[src/rtl/shift_pkg.sv]
// Shared types for the iterative shift/rotate engine and its single-step datapath.
package shift_pkg;

  localparam int OP_W = 3;

  typedef enum logic [OP_W-1:0] {
    ASL  = 3'd0,
    LSR  = 3'd1,
    ROL  = 3'd2,
    ROR  = 3'd3,
    ASR  = 3'd4,
    ROLN = 3'd5,
    RORN = 3'd6,
    NOP  = 3'd7
  } shift_op_t;

  typedef enum logic [1:0] {
    IDLE  = 2'd0,
    SHIFT = 2'd1,
    DONE  = 2'd2
  } state_t;

  // NOP never iterates, so it completes straight from the accept edge.
  function automatic logic op_is_nop(input logic [OP_W-1:0] op);
    return shift_op_t'(op) == NOP;
  endfunction

endpackage

[src/rtl/shift_step.sv]
// One application of a shift/rotate op to {reg, carry}; purely combinational.
module shift_step
  import shift_pkg::*;
#(
  parameter int WIDTH = 8
) (
  input  shift_op_t        op,
  input  logic [WIDTH-1:0] din,
  input  logic             cin,
  output logic [WIDTH-1:0] dout,
  output logic             cout
);

  always_comb begin
    dout = din;
    cout = cin;
    case (op)
      ASL: begin
        dout = {din[WIDTH-2:0], 1'b0};
        cout = din[WIDTH-1];
      end
      LSR: begin
        dout = {1'b0, din[WIDTH-1:1]};
        cout = din[0];
      end
      ROL: begin
        dout = {din[WIDTH-2:0], cin};
        cout = din[WIDTH-1];
      end
      ROR: begin
        dout = {cin, din[WIDTH-1:1]};
        cout = din[0];
      end
      ASR: begin
        dout = {din[WIDTH-1], din[WIDTH-1:1]};
        cout = din[0];
      end
      // Rotates without carry still report the bit that wrapped around.
      ROLN: begin
        dout = {din[WIDTH-2:0], din[WIDTH-1]};
        cout = din[WIDTH-1];
      end
      RORN: begin
        dout = {din[0], din[WIDTH-1:1]};
        cout = din[0];
      end
      default: begin
        dout = din;
        cout = cin;
      end
    endcase
  end

endmodule

[src/rtl/iter_shift_unit.sv]
// Multicycle shift/rotate unit: one single-bit step per ph2 edge, amount steps per op.
module iter_shift_unit
  import shift_pkg::*;
#(
  parameter  int WIDTH = 8,
  localparam int AMT_W = $clog2(WIDTH + 1)
) (
  input  logic             ph2,
  input  logic             reset,
  input  logic             start,
  input  logic [2:0]       op,
  input  logic [AMT_W-1:0] amount,
  input  logic [WIDTH-1:0] din,
  input  logic             cin,
  output logic             ready,
  output logic             busy,
  output logic             done,
  output logic [WIDTH-1:0] dout,
  output logic             cout,
  output logic             zero,
  output logic             neg,
  output state_t           dbg_state
);

  // Handshake: an operation is accepted on a rising edge where start && ready.
  // ready is high in IDLE and DONE (back-to-back issue on the done cycle);
  // done pulses for one cycle and dout/cout stay put until the next accept.

  state_t           state, state_nx;
  logic [WIDTH-1:0] sreg;
  logic             carry;
  logic [AMT_W-1:0] cnt;
  shift_op_t        op_q;
  logic             accept;
  logic [WIDTH-1:0] step_reg;
  logic             step_c;

  shift_step #(
    .WIDTH (WIDTH)
  ) u_step (
    .op   (op_q),
    .din  (sreg),
    .cin  (carry),
    .dout (step_reg),
    .cout (step_c)
  );

  always_comb begin
    state_nx = state;
    ready    = 1'b0;
    busy     = 1'b0;
    done     = 1'b0;
    accept   = 1'b0;
    case (state)
      IDLE, DONE: begin
        ready = 1'b1;
        done  = (state == DONE);
        if (start) begin
          accept   = 1'b1;
          state_nx = (amount == '0 || op_is_nop(op)) ? DONE : SHIFT;
        end else begin
          state_nx = IDLE;
        end
      end
      SHIFT: begin
        busy = 1'b1;
        if (cnt == AMT_W'(1)) begin
          state_nx = DONE;
        end
      end
      default: state_nx = IDLE;
    endcase
  end

  always_ff @(posedge ph2) begin
    if (reset) begin
      state <= IDLE;
      sreg  <= '0;
      carry <= 1'b0;
      cnt   <= '0;
      op_q  <= NOP;
    end else begin
      state <= state_nx;
      if (accept) begin
        sreg  <= din;
        carry <= cin;
        cnt   <= amount;
        op_q  <= shift_op_t'(op);
      end else if (state == SHIFT) begin
        sreg  <= step_reg;
        carry <= step_c;
        cnt   <= cnt - AMT_W'(1);
      end
    end
  end

  assign dout      = sreg;
  assign cout      = carry;
  assign zero      = (sreg == '0);
  assign neg       = sreg[WIDTH-1];
  assign dbg_state = state;

endmodule

[config.mk]
export PLATFORM = sky130hd
export DESIGN_NAME = iter_shift_unit
export DESIGN_NICKNAME = d
export VERILOG_FILES = /design/src/rtl/shift_pkg.sv /design/src/rtl/shift_step.sv /design/src/rtl/iter_shift_unit.sv
export SDC_FILE = /design/constraint.sdc
export NUM_CORES = 1
export LEC_CHECK = 0
export ABC_AREA = 1
export BUFFER_PORTS_ARGS = -buffer_cell sky130_fd_sc_hd__buf_2
export CAP_MARGIN = 20
export CORE_AREA = 3 3 53 55
export DETAILED_ROUTE_END_ITERATION = 6
export DIE_AREA = 0 0 56 58
export PLACE_DENSITY = 0.75
export SYNTH_ARGS = -nofsm -noshare
export SYNTH_HDL_FRONTEND = slang
export SYNTH_SLANG_ARGS = --single-unit
[constraint.sdc]
create_clock -name ph2 -period 1.65 [get_ports ph2]
set_clock_uncertainty 0.05 [all_clocks]
set_input_delay 0.33 -clock ph2 [delete_from_list [all_inputs] [get_ports ph2]]
set_output_delay 0.33 -clock ph2 [all_outputs]
set_load 0.02 [all_outputs]
==> impl_metrics.ini, run 1 <==
[global_routing]
grt_pass1_vias = 1159
pin_count_of_the_biggest_net_entering_global_routing = 25
grt_use_total_pct = 18.47
grt_pass1_wl_mm = 4.857
grt_antenna_before_repair = 0
grt.overflow.total = 0

[routing]
drt_iter0_drc = 38
wl_per_cell_um = 12.69
total_via_count_in_the_routed_design = 1279
drt_pre_antenna_iters = 4
final_antenna_net_count = 0
drt_drc_violations_left = 0
avgViaCountPerCell = 5.374
wl_mm = 3.020

[cells_and_area]
fill_cells = 241
fin_nets = 231
post_route_cells_drive_above_1_share_pct = 30.29
synthToLayoutAreaGrowth_pct = 17.25
num_antenna_cells = 0
final_core_utilization_pct = 57.00

[placement]
dpl.hpwl_mm = 2.155
buffer_ports.inserted = 34
global_placer_s_final_weighted_congestion = 0.9054
dp_slack_ns = 0.2279

[clock_tree]
cts_root_buf = sky130_fd_sc_hd__clkbuf_4
clockBufferDepth = 2
cts_bufs_inserted = 3
cts_max_level = 1
clkTransAtPathRegs_ns = 0.11
clk-insertion-delay-late_ns = 0.30
tritoncts_clock_tree = built
numClockSinks = 18
holdBufCountCts = 0
postCtsSetupRepairBufs = 0

[logic_synthesis]
asyncSetResetFlopFracSynth_pct = 0
netlist_area_um2 = 1182
synth_seq_cells = 18
synth_ff_type = sky130_fd_sc_hd__dfxtp_1
synth-edff-count = 0
synth_area_per_cell_um2 = 6.718
synth-seq-area-share_pct = 30.48
postSynthNetCount = 197
synth_cell_type_count = 28
synthesis.instances = 176
yosys_warnings = 0

[die]
dieHeight_um = 58
fp.dieArea_um2 = 3248
core.rowCount = 18
die_x_um = 56
top_level_ports = 35
initial_core_utilization_pct = 48.61
coreArea_um2 = 2432

[power_and_ir_drop]
p_sw_w = 0.0005165
combinationalPowerShare_pct = 38.8
sw_frac_of_total_pct = 40.65
cellPowerDensity_nw_per_um2 = 916.6
irDropWorstVdd_uv = 510.1
sequential_share_of_power_pct = 43.4
internal-power_w = 0.0007542
leakagePower_nw = 0.6944
totalPowerFinal_w = 0.001271
clock_power_share_pct = 17.9

[sta]
achievable-frequency_mhz = 623.2
worst-slew-pin-transition_ns = 0.3397
final.min_clock_period_ns = 1.605
max_slew_margin_pct = 77.32
final_max_tran_viols = 0
final.period_utilization_pct = 97.25
grt_setup_unrepaired = yes
final-hold-violation-count = 0
finalSetupViolCount = 0
post-route-worst-setup-slack_ns = 0.04531

[flow_run]
drv_cap = 0

[worst_setup_path]
path_max_fanout = 5
path_buf_inv = 1
critical-path-top-delay-family = simple AND/OR/NAND/NOR gates
critical-path-slowest-cell = sky130_fd_sc_hd__dfxtp_2
timing.critical_path.from_type = register
crit_required_ns = 1.27
cp_max_stage_delay_ns = 0.37
ff2ff_setup_slack_ns = 0.20
worst-setup-path-type = reg2out
crit_arrival_ns = 1.22
crit_chain = nor4_4 -> and3_1 -> buf_4
setup.worst_path.end_class = primary output

[worst_hold_path]
timing.hold.worst.class = in2reg

[status]
status = completed
-- layout by cell type (no fill, tap or decap) --
cell / synthesis / routed
sky130_fd_sc_hd__dfxtp_1: 18 / 16
sky130_fd_sc_hd__or2_2: 1 / 1
sky130_fd_sc_hd__buf_2: 1 / 33
sky130_fd_sc_hd__a21oi_1: 9 / 9
sky130_fd_sc_hd__dfxtp_2: 0 / 2
sky130_fd_sc_hd__nor2_2: 3 / 3
sky130_fd_sc_hd__inv_2: 3 / 3
sky130_fd_sc_hd__a31oi_1: 1 / 1
sky130_fd_sc_hd__a21oi_2: 6 / 6
sky130_fd_sc_hd__o22ai_1: 2 / 2
sky130_fd_sc_hd__nand3_4: 1 / 1
sky130_fd_sc_hd__o211ai_1: 3 / 3
sky130_fd_sc_hd__and3_1: 1 / 1
sky130_fd_sc_hd__clkbuf_4: 0 / 3
sky130_fd_sc_hd__nand4_1: 2 / 2
sky130_fd_sc_hd__buf_4: 1 / 2
sky130_fd_sc_hd__o21ai_0: 3 / 3
sky130_fd_sc_hd__nand2_4: 4 / 4
sky130_fd_sc_hd__nand3_1: 29 / 29
sky130_fd_sc_hd__nand2_1: 40 / 40
sky130_fd_sc_hd__clkinv_4: 1 / 1
sky130_fd_sc_hd__nor4_4: 0 / 1
sky130_fd_sc_hd__ha_1: 2 / 2
sky130_fd_sc_hd__inv_1: 17 / 17
sky130_fd_sc_hd__nor2_1: 19 / 19
sky130_fd_sc_hd__o21bai_1: 1 / 1
sky130_fd_sc_hd__nand2_2: 3 / 3
-- kinds of logic after synthesis --
group / share of synthesized area, %
AOI/OAI and AO/OA: 13.65
adders and majority gates: 2.116
buffers and inverters: 11.64
DFF: 30.48
and+or+nand+nor: 42.12
-- final cells by class --
type / instances / area [um2] / area share [%]
timing repair buffer: 35 / 180.2 / 13.00
sequential: 18 / 362.8 / 26.17
inverter: 21 / 83.83 / 6.047
tap: 30 / 37.54 / 2.708
multi-input combinational: 131 / 699.4 / 50.45
clock buffer: 3 / 22.52 / 1.625
-- state kept, by name, summed over array words and instances (netlist names) --
signal     flops
cnt            4
dout           8
op_q           3
cout           1
dbg_state      2
-- worst register-to-register path: stages, from the launching register on --
cell and delay, ns:
sky130_fd_sc_hd__dfxtp_1 0.41, sky130_fd_sc_hd__inv_2 0.07, sky130_fd_sc_hd__nand2_4 0.25, sky130_fd_sc_hd__nand2_4 0.13, sky130_fd_sc_hd__nand2_4 0.18, sky130_fd_sc_hd__inv_1 0.07, sky130_fd_sc_hd__o21ai_0 0.15, sky130_fd_sc_hd__nor2_1 0.06
-- cell usage after synthesis, types with 3 or more instances --
cell,number,share of area [%]
sky130_fd_sc_hd__nand2_1,40,13
sky130_fd_sc_hd__o21ai_0,3,1.3
sky130_fd_sc_hd__inv_1,17,5.4
sky130_fd_sc_hd__inv_2,3,0.95
sky130_fd_sc_hd__dfxtp_1,18,30
sky130_fd_sc_hd__nand2_2,3,1.6
sky130_fd_sc_hd__a21oi_1,9,3.8
sky130_fd_sc_hd__o211ai_1,3,1.9
sky130_fd_sc_hd__nor2_2,3,1.6
sky130_fd_sc_hd__nor2_1,19,6.0
sky130_fd_sc_hd__nand3_1,29,12
sky130_fd_sc_hd__a21oi_2,6,4.4
sky130_fd_sc_hd__nand2_4,4,3.8
-- timing repair --
| action | 4_1_cts | 5_1_grt |
|---|---|---|
| endpoints found under the hold margin | 0 | 0 |
| setup endpoints to repair | 0 | 1 |
| resized for setup | 0 | 5 |
-- power by group through the flow --
stage | clock, W | combinational, W | sequential [W]
2_1_floorplan | 0 | 0.000344 | 0.000571
3_3_place_gp | 0 | 0.000468 | 0.000551
3_5_place_dp | 0 | 0.000475 | 0.000553
4_1_cts | 0.000230 | 0.000478 | 0.000543
5_1_grt | 0.000247 | 0.000545 | 0.000559
6_report | 0.000227 | 0.000493 | 0.000551
-- per-stage QoR --
step	cells	instance area, um2	TNS [ns]	hold WS (ns)
3_3_place_gp	235	1344	0	0.4253
2_1_floorplan	176	1182	0	0.3932
3_5_place_dp	235	1344	0	0.4401
5_1_grt	238	1386	-0.03978	0.2016
4_1_cts	238	1366	0	0.2058
6_report	238	1386	0	0.2044
-- worst paths after layout --
path,start,end,cells past startpoint
max reg2reg,dbg_state[0]$_SDFFE_PP0P_,cout$_SDFFE_PP0P_,7
min reg2reg,cnt[1]$_SDFFE_PP0P_,cnt[1]$_SDFFE_PP0P_,2
min,op[2],op_q[2]$_SDFFE_PP1P_,3
max,dout[2]$_SDFFE_PP0P_,zero,3
-- metal layers --
metal	share of wire (%)	routed length, um	global-route usage (%)	vias to the layer above
met2	49	1471	31.89	38
met1	44	1342	21.83	590
met4	1.5	45	8.136	0
li1	-	-	-	644
met5	0	0	0	-
met3	5.3	160	4.454	7
No activity file was read; power rests on OpenSTA's default activity.
==> run 2, diff against run 1 <==
--- a/config.mk
+++ b/config.mk
@@ -8,10 +8,12 @@
 export ABC_AREA = 1
 export BUFFER_PORTS_ARGS = -buffer_cell sky130_fd_sc_hd__buf_2
 export CAP_MARGIN = 20
-export CORE_AREA = 3 3 53 55
+export CELL_PAD_IN_SITES_DETAIL_PLACEMENT = 0
+export CELL_PAD_IN_SITES_GLOBAL_PLACEMENT = 2
+export CORE_AREA = 3 3 72 74
 export DETAILED_ROUTE_END_ITERATION = 6
-export DIE_AREA = 0 0 56 58
-export PLACE_DENSITY = 0.75
+export DIE_AREA = 0 0 75 77
+export PLACE_DENSITY_LB_ADDON = 0.1
 export SYNTH_ARGS = -nofsm -noshare
 export SYNTH_HDL_FRONTEND = slang
 export SYNTH_SLANG_ARGS = --single-unit
==> run 2 against run 1 <==
Net effect: non-clock buffer count up 4; first-iteration DRC count is 120% higher; maximum frequency increased by 2.6%; largest power group unchanged.
==> impl_metrics.ini, run 2 (same netlist as run 1, synthesis figures left out) <==
[status]
status = completed

[global_routing]
pin_count_of_the_biggest_net_entering_global_routing = 16
use_met3_pct = 2.490
grt_use_met2_pct = 21.17
grt_use_total_pct = 12.94
grt_antenna_before_repair = 0
grt_most_used_layer = met2
grt_pass1_vias = 1231
grt.overflow.total = 0
grt_pass1_wl_mm = 5.837
global_route.usage.met1_pct = 17.04

[routing]
drt_iter0_drc = 83
wl_mm = 3.503
total_via_count_in_the_routed_design = 1233
drt_drc_violations_left = 0
wl_per_cell_um = 13.12
avgViaCountPerCell = 4.618
drt_pre_antenna_iters = 4
final_antenna_net_count = 0

[clock_tree]
clockBufferDepth = 2
clkTransAtPathRegs_ns = 0.08
cts_root_buf = sky130_fd_sc_hd__clkbuf_8
tritoncts_clock_tree = built
cts_bufs_inserted = 3
holdBufCountCts = 0
cts_max_level = 1
numClockSinks = 18
clk-insertion-delay-late_ns = 0.26

[sta]
final.min_clock_period_ns = 1.563
fin_tns_setup_ns = 0
worst-slew-pin-transition_ns = 0.2546
final_max_tran_viols = 0
final-hold-violation-count = 0
achievable-frequency_mhz = 639.7
finalSetupViolCount = 0
max_slew_margin_pct = 83.01
fin_worst_hold_slack_ns = 0.2563
grt_setup_unrepaired = no
final.period_utilization_pct = 94.74

[worst_setup_path]
worst-setup-path-type = reg2out
timing.rr.start = dbg_state[0]$_SDFFE_PP0P_
length_in_cells_of_the_worst_reg_to_reg_path = 7
crit_required_ns = 1.27
setup.worst_path.end_class = primary output
ff2ff_setup_slack_ns = 0.29
crit_arrival_ns = 1.18
worst_setup_path_startpoint = dout[2]$_SDFFE_PP0P_
path_max_fanout = 5
timing.critical_path.from_type = register
r2r-end = cout$_SDFFE_PP0P_

[cells_and_area]
multiInputGateArea_um2 = 684.4
post_route_cells_drive_above_1_share_pct = 30.52
fill_cells = 538
num_antenna_cells = 0
final_core_utilization_pct = 31.36
layout.area.seq_um2 = 360.3
leading_cell_types_in_the_layout_fill_and_taps_excluded = sky130_fd_sc_hd__nand2_1, sky130_fd_sc_hd__buf_2, sky130_fd_sc_hd__nand3_1
fin_nets = 235
synthToLayoutAreaGrowth_pct = 23.60
flip_flop_count_of_the_largest_register_all_copies_and_words_added = 8
mostFrequentLayoutCell = sky130_fd_sc_hd__nand2_1

[die]
fp.dieArea_um2 = 5775
initial_core_utilization_pct = 25.37
die_x_um = 75
coreArea_um2 = 4661
core.rowCount = 25
top_level_ports = 35
dieHeight_um = 77

[power_and_ir_drop]
cellPowerDensity_nw_per_um2 = 974.7
leakagePower_nw = 0.7230
irDropWorstVdd_uv = 272.4
totalPowerFinal_w = 0.001424

[flow_run]
drv_cap = 0

[worst_hold_path]
timing.hold.worst.class = in2reg
timing.hold.worst_endpoint = op_q[2]$_SDFFE_PP1P_
worst_hold_startpoint = op[2]
hold_depth = 3

[placement]
buffer_ports.inserted = 34
global_placer_s_final_weighted_congestion = 0.7217
dpl.hpwl_mm = 2.707
-- run 2: how the worst max path moves through the flow --
stage,endpoint,slack (ns),depth (start not counted)
4_1_cts,zero,0.05,3
3_5_place_dp,cout$_SDFFE_PP0P_,0.26,7
2_1_floorplan,dout[3]$_SDFFE_PP0P_,0.29,8
3_3_place_gp,cout$_SDFFE_PP0P_,0.25,7
6_report,zero,0.09,3
5_1_grt,zero,0.02,3
-- run 2: final cells by class --
cell class / count / area share (%)
clock buffer: 4 / 3.767
inverter: 21 / 5.736
multi-input combinational: 131 / 46.83
sequential: 18 / 24.66
tap: 54 / 4.623
timing repair buffer: 39 / 14.38
-- run 2: timing repair --
item / in CTS / in global routing
gates resized for setup: 0 / 1
hold endpoints to repair: 0 / 0
setup buffers: 0 / 0
setup endpoints to repair: 0 / 1
-- run 2: metal layers --
layer | part of all wire, % | vias to the layer above
met1 | 48 | 556
li1 | - | 646
met5 | 0 | -
met3 | 4.0 | 2
met2 | 48 | 29
met4 | 0.54 | 0
-- run 2: power breakdown --
part	switching, W	leakage [nW]	internal, W
clock	0.000161	0.0288	0.000212
combinational	0.000327	0.546	0.000189
sequential	0.0000511	0.148	0.000484
-- run 2: per-stage QoR --
step                      area, um2  cells  setup WS, ns
after global placement         1404    263        0.2527
after floorplan                1182    176        0.2901
after CTS                      1459    267       0.05295
final                          1461    267       0.08673
after global routing           1461    267       0.01600
after detailed placement       1404    263        0.2601
-- run 2: worst max-delay path: stages, from the launching register on --
cell and delay (ns):
sky130_fd_sc_hd__dfxtp_1 0.35, sky130_fd_sc_hd__nor4_1 0.24, sky130_fd_sc_hd__and3_1 0.20, sky130_fd_sc_hd__buf_4 0.14
